==> config.mk <==
export PLATFORM = sky130hd
export DESIGN_NAME = alu_issue_stage
export DESIGN_NICKNAME = d
export VERILOG_FILES = /design/src/rtl/alu_issue_stage.sv
export SDC_FILE = /design/constraint.sdc
export NUM_CORES = 1
export LEC_CHECK = 0
export CORE_AREA = 5 5 89 153
export CTS_CLUSTER_DIAMETER = 150
export DETAILED_ROUTE_END_ITERATION = 8
export DIE_AREA = 0 0 94 158
export PLACE_DENSITY = 0.72
export SETUP_SLACK_MARGIN = 0.1
export SYNTH_ARGS = -nofsm -noshare
export SYNTH_HDL_FRONTEND = slang
export SYNTH_SLANG_ARGS = --single-unit
==> constraint.sdc <==
create_clock -name clk -period 2.1 [get_ports clk]
set_clock_uncertainty 0.15 [all_clocks]
set_input_delay 0.21 -clock clk [delete_from_list [all_inputs] [get_ports clk]]
set_output_delay 0.21 -clock clk [all_outputs]
set_load 0.01 [all_outputs]
==> src/rtl/alu_issue_stage.sv <==
// ---------------------------------------------------------------------------
// alu_issue_stage
//
// Decode/issue stage in front of the ALU. Each cycle it decodes one 32-bit
// instruction, reads the register file through two combinational read
// ports, and loads the ID/EX register with the ALU op, the operands and the
// writeback/memory controls. It also resolves BEQ/BNE one cycle later using
// the ALU zero flag, inserts a one-cycle bubble on a load-use hazard, and
// reports JMP redirects.
//
// Handshake: fetch holds in_valid/in_instr/in_pc. An instruction is consumed
// in any cycle where in_valid && in_ready. in_ready is low only during a
// load-use stall. A consumed instruction is either issued into ID/EX or,
// when br_taken is high, dropped (squashed).
//
// Ports
//   clk, rst_n           clock (rising edge), async active-low reset
//   in_valid/in_instr/in_pc/in_ready   fetch interface
//   rs_addr/rt_addr      regfile read addresses (combinational)
//   rs_data/rt_data      regfile read data (same cycle)
//   ex_*                 ID/EX register contents presented to the ALU/MEM/WB
//   alu_zero             ALU zero flag for the instruction held in ID/EX
//   br_taken/br_target   branch redirect (combinational) and target (registered)
//   jmp_taken/jmp_target JMP redirect for the instruction in decode
//   illegal              sticky illegal-opcode flag
//   stall_cnt            saturating count of load-use stall cycles
// ---------------------------------------------------------------------------
module alu_issue_stage #(
  parameter int DSIZE = 16,
  parameter int PCW   = 16,
  parameter int AW    = 4
) (
  input  logic             clk,
  input  logic             rst_n,
  input  logic             in_valid,
  input  logic [31:0]      in_instr,
  input  logic [PCW-1:0]   in_pc,
  output logic             in_ready,
  output logic [AW-1:0]    rs_addr,
  output logic [AW-1:0]    rt_addr,
  input  logic [DSIZE-1:0] rs_data,
  input  logic [DSIZE-1:0] rt_data,
  output logic             ex_valid,
  output logic [2:0]       ex_op,
  output logic [DSIZE-1:0] ex_a,
  output logic [DSIZE-1:0] ex_b,
  output logic             ex_wr_en,
  output logic [AW-1:0]    ex_wr_addr,
  output logic             ex_mem_rd,
  output logic             ex_mem_wr,
  output logic [DSIZE-1:0] ex_store_data,
  input  logic             alu_zero,
  output logic             br_taken,
  output logic [PCW-1:0]   br_target,
  output logic             jmp_taken,
  output logic [PCW-1:0]   jmp_target,
  output logic             illegal,
  output logic [15:0]      stall_cnt
);

  // Opcode map (instr[31:28]); 0-7 are R-type with ALU op = opc[2:0].
  localparam logic [3:0] OPC_ADDI = 4'd8;
  localparam logic [3:0] OPC_LW   = 4'd9;
  localparam logic [3:0] OPC_SW   = 4'd10;
  localparam logic [3:0] OPC_BEQ  = 4'd11;
  localparam logic [3:0] OPC_BNE  = 4'd12;
  localparam logic [3:0] OPC_JMP  = 4'd13;
  localparam logic [3:0] OPC_ILL  = 4'd14;

  // ALU op encodings used outside the R-type range.
  localparam logic [2:0] ALU_ADD = 3'd0;
  localparam logic [2:0] ALU_SUB = 3'd1;

  // Sign-extend or truncate a 16-bit immediate to DSIZE / PCW bits.
  function automatic logic [DSIZE-1:0] sext_d(input logic [15:0] v);
    logic [DSIZE-1:0] r;
    for (int i = 0; i < DSIZE; i++) r[i] = v[(i < 16) ? i : 15];
    return r;
  endfunction

  function automatic logic [PCW-1:0] sext_pc(input logic [15:0] v);
    logic [PCW-1:0] r;
    for (int i = 0; i < PCW; i++) r[i] = v[(i < 16) ? i : 15];
    return r;
  endfunction

  // Instruction fields
  logic [3:0]  opc;
  logic [3:0]  rd;
  logic [3:0]  rs;
  logic [3:0]  rt;
  logic [15:0] imm;

  assign opc = in_instr[31:28];
  assign rd  = in_instr[27:24];
  assign rs  = in_instr[23:20];
  assign rt  = in_instr[19:16];
  assign imm = in_instr[15:0];

  assign rs_addr    = AW'(rs);
  assign rt_addr    = AW'(rt);
  assign jmp_target = PCW'(imm);

  // Decoded controls for the instruction currently in decode
  logic             dec_valid;   // produces a real ID/EX entry
  logic [2:0]       dec_op;
  logic [DSIZE-1:0] dec_b;
  logic             dec_wr;
  logic             dec_mem_rd;
  logic             dec_mem_wr;
  logic             dec_beq;
  logic             dec_bne;
  logic             dec_jmp;
  logic             dec_ill;
  logic             dec_uses_rt;

  always_comb begin
    dec_valid   = 1'b0;
    dec_op      = ALU_ADD;
    dec_b       = sext_d(imm);
    dec_wr      = 1'b0;
    dec_mem_rd  = 1'b0;
    dec_mem_wr  = 1'b0;
    dec_beq     = 1'b0;
    dec_bne     = 1'b0;
    dec_jmp     = 1'b0;
    dec_ill     = 1'b0;
    dec_uses_rt = 1'b0;
    if (!opc[3]) begin
      // R-type: the full rt value is operand b (also the shift amount).
      dec_valid   = 1'b1;
      dec_op      = opc[2:0];
      dec_b       = rt_data;
      dec_wr      = 1'b1;
      dec_uses_rt = 1'b1;
    end else begin
      case (opc)
        OPC_ADDI: begin
          dec_valid = 1'b1;
          dec_wr    = 1'b1;
        end
        OPC_LW: begin
          dec_valid  = 1'b1;
          dec_wr     = 1'b1;
          dec_mem_rd = 1'b1;
        end
        OPC_SW: begin
          dec_valid   = 1'b1;
          dec_mem_wr  = 1'b1;
          dec_uses_rt = 1'b1;
        end
        OPC_BEQ, OPC_BNE: begin
          dec_valid   = 1'b1;
          dec_op      = ALU_SUB;
          dec_b       = rt_data;
          dec_beq     = (opc == OPC_BEQ);
          dec_bne     = (opc == OPC_BNE);
          dec_uses_rt = 1'b1;
        end
        // JMP redirects fetch directly and needs no ALU slot.
        OPC_JMP: dec_jmp = 1'b1;
        // Illegal behaves as a NOP apart from the sticky flag.
        OPC_ILL: dec_ill = 1'b1;
        default: ;
      endcase
    end
  end

  // ID/EX side-band state used for branch resolution
  logic ex_beq;
  logic ex_bne;

  logic load_use;
  logic stall;
  logic issue;

  assign br_taken = ex_valid && ((ex_beq && alu_zero) || (ex_bne && !alu_zero));

  assign load_use = ex_valid && ex_mem_rd && (ex_wr_addr != '0) && in_valid &&
                    ((ex_wr_addr == AW'(rs)) || (dec_uses_rt && (ex_wr_addr == AW'(rt))));

  // A taken branch squashes the decode slot, which overrides any stall.
  assign stall     = load_use && !br_taken;
  assign in_ready  = !stall;
  assign issue     = in_valid && !stall && !br_taken;
  assign jmp_taken = issue && dec_jmp;

  always_ff @(posedge clk or negedge rst_n) begin
    if (!rst_n) begin
      ex_valid      <= 1'b0;
      ex_op         <= '0;
      ex_a          <= '0;
      ex_b          <= '0;
      ex_wr_en      <= 1'b0;
      ex_wr_addr    <= '0;
      ex_mem_rd     <= 1'b0;
      ex_mem_wr     <= 1'b0;
      ex_store_data <= '0;
      ex_beq        <= 1'b0;
      ex_bne        <= 1'b0;
      br_target     <= '0;
      illegal       <= 1'b0;
      stall_cnt     <= '0;
    end else begin
      // Data fields load every cycle; they are meaningless in a bubble
      // because every control bit below is gated by the issue decision.
      ex_op         <= dec_op;
      ex_a          <= rs_data;
      ex_b          <= dec_b;
      ex_wr_addr    <= AW'(rd);
      ex_store_data <= rt_data;

      ex_valid  <= issue && dec_valid;
      ex_wr_en  <= issue && dec_wr && (rd != 4'd0);
      ex_mem_rd <= issue && dec_mem_rd;
      ex_mem_wr <= issue && dec_mem_wr;
      ex_beq    <= issue && dec_beq;
      ex_bne    <= issue && dec_bne;

      if (issue && (dec_beq || dec_bne))
        br_target <= in_pc + PCW'(1) + sext_pc(imm);

      if (issue && dec_ill)
        illegal <= 1'b1;

      if (stall && (stall_cnt != 16'hFFFF))
        stall_cnt <= stall_cnt + 16'd1;
    end
  end

endmodule
After elaboration in Yosys (flattened, before gate mapping)

Cells that the tools add are included.

Logic and storage cells: 83
Register bits after elaboration: 94
Bits of input ports: 84

Reduce and logical (&&, ||, !) cells: 34
Muxes and demuxes: 22
Equality and inequality tests: 10
$add $sub $neg: 3

Operators by type and width:

| operator              | count |
|---|---|
| $add 16x1->16 const B | 2 |
| $mux 16               | 2 |
| $eq 4x4->1 const B    | 7 |
| $logic_and 1x1->1     | 22 |
| $mux 1                | 19 |
| $add 16x16->16        | 1 |
| $ne 16x16->1 const B  | 1 |
| $eq 4x4->1            | 2 |
| $reduce_bool 4->1     | 2 |
| $reduce_or 5->1       | 1 |
| $reduce_or 2->1       | 2 |
| $logic_not 1->1       | 3 |
| $logic_or 1x1->1      | 3 |
| $mux 3                | 1 |
| $reduce_or 3->1       | 1 |

Logic depth before layout (Yosys ltp)

Gate-level depths: netlist (run 1).

Depth after elaboration: 13
Gate-level depth with buffers: 10
Gate-level depth less buffers: 10

Worst setup path before layout (run 1)

OpenSTA, ideal clock, no wires.

Path type: input -> register
Start point: input in_instr[0]
End point: register br_target[12]
Cell stages on the path: 10
Path slack: -341 ps
Arrival: 2156 ps
Required time: 1815 ps
Cells stage by stage: inv_1 -> ha_1 -> inv_1 -> fa_1 -> a211oi_1 -> o21ai_0 -> o2111a_1 -> a2111oi_0 -> xor2_1 -> o21ai_0

Longest elaborated chain between the ends: 1

Ends and longest elaborated chain:

| item                 | RTL line | source |
|---|---|---|
| from (decl)          | 36       | `input logic [31:0] in_instr,` |
| $add 16x16->16       | 221      | `br_target <= in_pc + PCW'(1) + sext_pc(imm);` |
| to (signal assigned) | 221      |  |
| to (decl)            | 54       | `output logic [PCW-1:0] br_target,` |

No other way between the ends.
A chain may end at the register's enable or synchronous reset.

Final worst setup path (run 1)

Start point: register ex_wr_addr[3]
End point: register stall_cnt[12]

Longest elaborated chain between the ends: 6

Ends and longest elaborated chain:

| item                                                  | RTL line | source |
|---|---|---|
| from (decl)                                           | 48       | `output logic [AW-1:0] ex_wr_addr,` |
| from (signal assigned)                                | 210      | `ex_wr_addr <= AW'(rd);` |
| $eq 4x4->1 or $reduce_bool 4->1 (tied branches)       | 180, 179 |  |
| $logic_and 1x1->1, on equally long branches           | 180, 179 |  |
| $logic_or 1x1->1 or $logic_and 1x1->1 (tied branches) | 180, 179 |  |
| $logic_and 1x1->1 (*)                                 | 179      | `assign load_use = ex_valid && ex_mem_rd && (ex_wr_addr != '0) && in_valid &&` |
| $logic_and 1x1->1 (*)                                 | 183      | `assign stall = load_use && !br_taken;` |
| $logic_and 1x1->1 (*)                                 | 226      | `if (stall && (stall_cnt != 16'hFFFF))` |
| to (signal assigned)                                  | 227      | `stall_cnt <= stall_cnt + 16'd1;` |
| to (decl)                                             | 58       | `output logic [15:0] stall_cnt` |

Mark *: on every way between the ends. The rest lies on a longest branch, timed or not.

==> results of run 1 <==
## metrics by stage
step                TNS, ps  cells  setup slack (ps)
floorplan                 0    354             17.10
global placement     -15630    767            -569.1
detailed placement   -16910    767            -633.0
CTS                   -2925    795            -223.3
global route          -7327    798            -326.6
finish                -2813    798            -175.6
## layout by cell type (no fill, tap or decap), drive strengths merged, types with 6 or more instances in the layout
cell	n
nand4	8
nand2	37
dfrtp	94
a21oi	13
o21ai	23
clkbuf	10
nor3	7
ha	16
mux2	17
nor2	12
nand3	6
clkdlybuf4s50	190
xor2	16
xnor2	20
inv	6
buf	93
## power by group through the flow
stage | registers (uW) | clock network [uW] | logic (uW)
6_report | 2090 | 1670 | 1420
5_1_grt | 2110 | 1800 | 1530
4_1_cts | 2070 | 1720 | 1400
3_5_place_dp | 2090 | 0 | 1270
3_3_place_gp | 2090 | 0 | 1250
2_1_floorplan | 2170 | 0 | 371
## cell type report
cell class | count | area share (%)
repair buffers | 291 | 37.00
flip-flops and latches | 94 | 30.78
multi-input cells | 225 | 25.26
clock buffers | 10 | 3.120
well taps | 168 | 2.745
clock inverters | 6 | 0.8985
inverters | 4 | 0.1960
## how the worst min path moves through the flow
stage | from | endpoint | slack (ps) | cells past startpoint
CTS | in_instr[0] | ex_b[0]$_DFF_PN0_ | 20 | 3
global route | in_instr[0] | ex_b[0]$_DFF_PN0_ | 30 | 3
finish | in_instr[0] | ex_b[0]$_DFF_PN0_ | 40 | 3
detailed placement | rst_n | stall_cnt[1]$_DFFE_PN0P_ | 40 | 1
floorplan | rst_n | br_target[0]$_DFFE_PN0P_ | -240 | 0
global placement | rst_n | stall_cnt[1]$_DFFE_PN0P_ | 40 | 1
## registers in the layout, indices dropped and copies added (netlist names)
name and count:
illegal 1, ex_b 16, ex_a 16, ex_wr_addr 4
ex_store_data 16, br_target 16, ex_mem_rd 1, ex_beq 1
ex_wr_en 1, stall_cnt 16, ex_op 3, ex_mem_wr 1
ex_bne 1, ex_valid 1
## critical path: stages, from the launching register on
cell	delay (ps)
dfrtp_2	450
buf_4	150
xor2_1	150
nor4_1	260
a22oi_2	160
buf_4	190
nor4b_4	220
buf_6	180
nand4_1	110
xnor2_1	140
## timing repair
item,4_1_cts,5_1_grt
endpoints found under the hold margin,29,0
gates resized for setup,100,23
pin swaps,39,8
hold buffers,1,0
buffers inserted,6,4
setup endpoints to repair,47,54
cloned,5,0
## routing by layer
metal | vias up | share of wire [%] | GRT usage (%)
met5 | - | 0 | 0
met4 | 0 | 3.9 | 8.540
met3 | 39 | 4.6 | 4.327
met2 | 147 | 57 | 35.85
met1 | 1830 | 35 | 19.28
li1 | 1758 | - | -
## cell families (layout without fill, tap and decap cells)
logic type / count (synthesis) / after routing
adders and majority gates: 17 / 17
and+or+nand+nor: 92 / 92
AOI/OAI and AO/OA: 62 / 62
xor gates and xnor gates: 36 / 36
buffers and inverters: 35 / 311
DFF: 94 / 94
muxes: 18 / 18
==> results.yml, run 1 <==
layout:
  area_delta_synth_final_pct: 82.83
  diodes: 0
  ff_latch_area_mm2: 0.002357
  fillers: 1002
  drive_above_1_share_pct: 30.95
  postLayoutCoreUtil_pct: 62.28
  multi_input_area_mm2: 0.001934
  final_nets: 726
  final_area_mm2: 0.007659
yosys:
  synth-simple-area-share_pct: 11.44
  synth_xor_area_share_pct: 7.527
  synth-compound-area-share_pct: 9.438
  avgSynthCellArea_um2: 11.83
  synth_common_cells: "dfrtp_1 (94), nand2_1 (37), buf_4 (25), o21ai_0 (23), xnor2_1 (20)"
  synthTopCellsByArea: "dfrtp_1 (56%), ha_1 (4.8%), mux2_2 (4.6%)"
  yosysTopAreaCell: "dfrtp_1"
  synth_top_family_by_area: "simple AND/OR/NAND/NOR gates"
  yosysMostFrequentCell: "dfrtp_1"
  async_reset_ff_share_pct: 100.0
  synth_fp_nets: 455
  ys.flop_type: "dfrtp_1"
  synth_warnings: 0
  ys_ff_latch: 94
  seq_area_frac_synth_pct: 56.15
  synth.distinct_cells: 46
  synthAdderAreaFrac_pct: 5.257
  netlist_area_mm2: 0.004189
  synth_top_area_share_pct: 56.15
  synth.mux.area_fraction_pct: 4.809
  synth_cells: 354
  synth-edff-count: 0
placed_design:
  gp_congestion: 0.8992
  hpwl_um: 10630
  port_buffers: 202
  placed_area_mm2: 0.006835
die:
  die_h_um: 158
  coreArea_mm2: 0.01230
  start_util_pct: 34.07
  ios: 203
  die_area_mm2: 0.01485
  fp.dieW_um: 94
  rows: 54
critical_path:
  cp.arrival_ps: 2340
  timing.rr.start: "ex_wr_addr[3]$_DFF_PN0_"
  worst-r2r-setup-slack_ps: -180
  regToRegEndpoint: "stall_cnt[12]$_DFFE_PN0P_"
  cp-end-kind: "flip-flop"
  worst-endpoint-required_ps: 2160
  startpoint_type: "flip-flop"
  r2r_cells: 9
  worstSetupStartpoint: "ex_wr_addr[3]$_DFF_PN0_"
  critPathMaxFanout: 7
  critPathCapture: "stall_cnt[12]$_DFFE_PN0P_"
  worstSetupPathType: "flip-flop to flip-flop"
sta:
  holdWs_ps: 35.77
  finalHoldViolations: 0
  fmax_mhz: 439.5
  rsz0062_at_grt: "yes"
  fin_crit_ps: 2276
  final.setup.worst_slack_ps: -175.6
  setup_viol: 34
  slew_violations: 0
  tightest_slew_ps: 466.5
  slew_headroom_pct: 68.90
  period_share_pct: 108.4
detailed_routing:
  drc: 0
  via_count: 3774
  wl_um: 13900
  drtPass1Iterations: 4
  vias_per_cell: 4.729
  wire_per_inst_um: 17.41
  ant_nets: 0
  drtIter0Drc: 96
clock_network:
  htree_levels: 3
  path_clk_slew_ps: 70
  cts_root_buf: "clkbuf_16"
  clkSinkCount: 94
  cts_tree: "built"
  clkLatencyLatePin_ps: 330
  clk_path_buf_depth: 2
  numCtsBuffers: 9
power:
  peakVddDrop_v: 0.0004061
  power.internal_uw: 3778
  combPwrFrac_pct: 27.5
  clockPowerShare_pct: 32.2
  power.leakage_uw: 0.003300
  powerDensity_mw_per_mm2: 676.6
  power_switching_uw: 1404
  total_power_uw: 5182
  p_sw_share_pct: 27.09
  p_seq_share_pct: 40.3
grt:
  grt_pass1_vias: 4116
  overflow: 0
  grt_max_degree: 36
  grt_pass1_wl_um: 21480
  grt.total_usage_pct: 18.91
  antenna_found_initial: 0
hold_path:
  min_path_type: "input port to flip-flop"
flow_run:
  drv_cap: 0
outcome:
  outcome: "finished, violations left"
  failed_checks: "negative setup slack"
No activity file was read; power rests on OpenSTA's default activity.
==> inputs of run 2 (changes only) <==
- GPL_TIMING_DRIVEN: unset -> 0
==> run 2 against run 1 <==
Compared with the run above:
- non-clock buffer count is 37 lower
- highest routed layer unchanged
- register-to-register slack worse by 20 ps
- critical path type unchanged
- utilization is 2.5 points lower
- via count is 5.1% lower
- flip-flop and latch count stayed put
- the run still ends with negative setup slack left
- largest power group unchanged
- cell count is 4.6% lower
- design area is 4.1% lower
==> results.yml, run 2 (synthesized netlist as in run 1, its figures left out) <==
detailed_routing:
  highest_layer: "met4"
  met3_length_um: 680
  vias_per_cell: 4.706
  drc: 0
  via_count: 3581
  wire_per_inst_um: 16.93
  dr_wl_met2_um: 7553
  drtPass1Iterations: 6
  wl_met1_um: 4352
  drtIter0Drc: 59
  wl_um: 12890
  ant_nets: 0
die:
  die_h_um: 158
  start_util_pct: 34.07
  rows: 54
  ios: 203
  coreArea_mm2: 0.01230
  fp.dieW_um: 94
  die_area_mm2: 0.01485
sta:
  period_share_pct: 109.5
  setup_viol: 33
  fmax_mhz: 434.8
  tightest_slew_ps: 537.2
  fin_crit_ps: 2300
  slew_violations: 0
  rsz0062_at_grt: "yes"
  final.setup.worst_slack_ps: -200.0
  slew_headroom_pct: 63.99
  finalHoldViolations: 0
grt:
  grt_max_degree: 60
  antenna_found_initial: 0
  grt_pass1_wl_um: 19980
  overflow: 0
  grt.total_usage_pct: 17.43
  grt_pass1_vias: 3856
placed_design:
  gp_congestion: 0.8928
  dp_cells: 724
  dp_slack_ps: -839.7
  hpwl_um: 9912
  port_buffers: 201
  placed_area_mm2: 0.006489
layout:
  fillers: 1066
  drive_above_1_share_pct: 27.15
  final_cell_mix: "clkdlybuf4s50_1 (191), dfrtp_1 (90), buf_4 (35), xnor2_1 (19)"
  fin_cells: 761
  final_common_cell: "clkdlybuf4s50_1"
  final_area_mm2: 0.007348
  final_nets: 689
  area_delta_synth_final_pct: 75.42
  diodes: 0
  postLayoutCoreUtil_pct: 59.76
clock_network:
  htree_levels: 3
  path_clk_slew_ps: 70
  clk_path_buf_depth: 2
  cts_tree: "built"
  clkLatencyLatePin_ps: 340
  cts_root_buf: "clkbuf_16"
  clkSinkCount: 94
  numCtsBuffers: 9
critical_path:
  critPathMaxFanout: 6
  cp-end-kind: "flip-flop"
  worst-r2r-setup-slack_ps: -200
  cp.arrival_ps: 2380
  worstSetupPathType: "flip-flop to flip-flop"
  worst-endpoint-required_ps: 2180
  r2r_cells: 9
  startpoint_type: "flip-flop"
power:
  total_power_uw: 5011
  power.leakage_uw: 0.003075
  powerDensity_mw_per_mm2: 681.9
  peakVddDrop_v: 0.0005377
hold_path:
  min_path_type: "input port to flip-flop"
  hold_depth: 3
outcome:
  outcome: "finished, violations left"
  failed_checks: "negative setup slack"
flow_run:
  drv_cap: 0
run 2: cell types whose count changed in the layout (fill, tap and decap cells not counted), moves of 3 or more:
cell	delta
buf_12	-5
buf_4	-35
inv_8	+3
nand2_4	+3
nand3_2	-3
run 2: power breakdown:
group          switching [uW]  internal (uW)
registers                 117           1980
clock network             759            833
logic                     558            768
total                    1430           3580
run 2: cell type report:
| cell class | instances | area, um^2 | area share, % |
|---|---|---|---|
| repair buffers | 224 | 2250 | 30.61 |
| clock buffers | 9 | 225.2 | 3.065 |
| well taps | 168 | 210.2 | 2.861 |
| multi-input cells | 225 | 1964 | 26.73 |
| plain buffers | 30 | 261.5 | 3.559 |
| clock inverters | 7 | 65.06 | 0.8854 |
| flip-flops and latches | 94 | 2357 | 32.08 |
| inverters | 4 | 15.01 | 0.2043 |
run 2: routing by layer:
layer,vias to the layer above,global-route usage [%]
li1,1690,-
met1,1751,17.99
met2,117,33.65
met3,23,4.137
met4,0,5.923
met5,-,0
run 2: path summary, 6_finish.rpt:
| check | start | end |
|---|---|---|
| worst max-delay path | ex_wr_addr[0]$_DFF_PN0_ | br_target[1]$_DFFE_PN0P_ |
| worst min-delay path | in_instr[28] | ex_valid$_DFF_PN0_ |
| worst max register to register | ex_wr_addr[0]$_DFF_PN0_ | br_target[1]$_DFFE_PN0P_ |
| worst min register to register | illegal$_DFFE_PN0P_ | illegal$_DFFE_PN0P_ |
| max in group asynchronous | rst_n | br_target[5]$_DFFE_PN0P_ |
| min in group asynchronous | rst_n | ex_b[0]$_DFF_PN0_ |
run 2: timing repair:
action,4_1_cts,5_1_grt
hold endpoints to repair,37,0
buffers inserted,13,4
resized for setup,84,42
setup endpoints to repair,44,37
pin swaps,38,20
hold buffers,3,0
cloned,3,0
run 2: critical path, stage by stage (launching register included):
cell      delay, ps
dfrtp_2         450
nor4_4          330
nor2_2           80
a22oi_2         200
buf_4           150
buf_6           130
nand4b_1        130
buf_6           180
buf_6           110
mux2_4          280
run 2: stage by stage:
stage               hold WS [ps]  setup TNS [ps]
floorplan                 -235.6               0
global placement           295.7         -289940
detailed placement         64.09          -30380
CTS                        43.20           -4531
global route               64.90           -7582
finish                     62.41           -4169
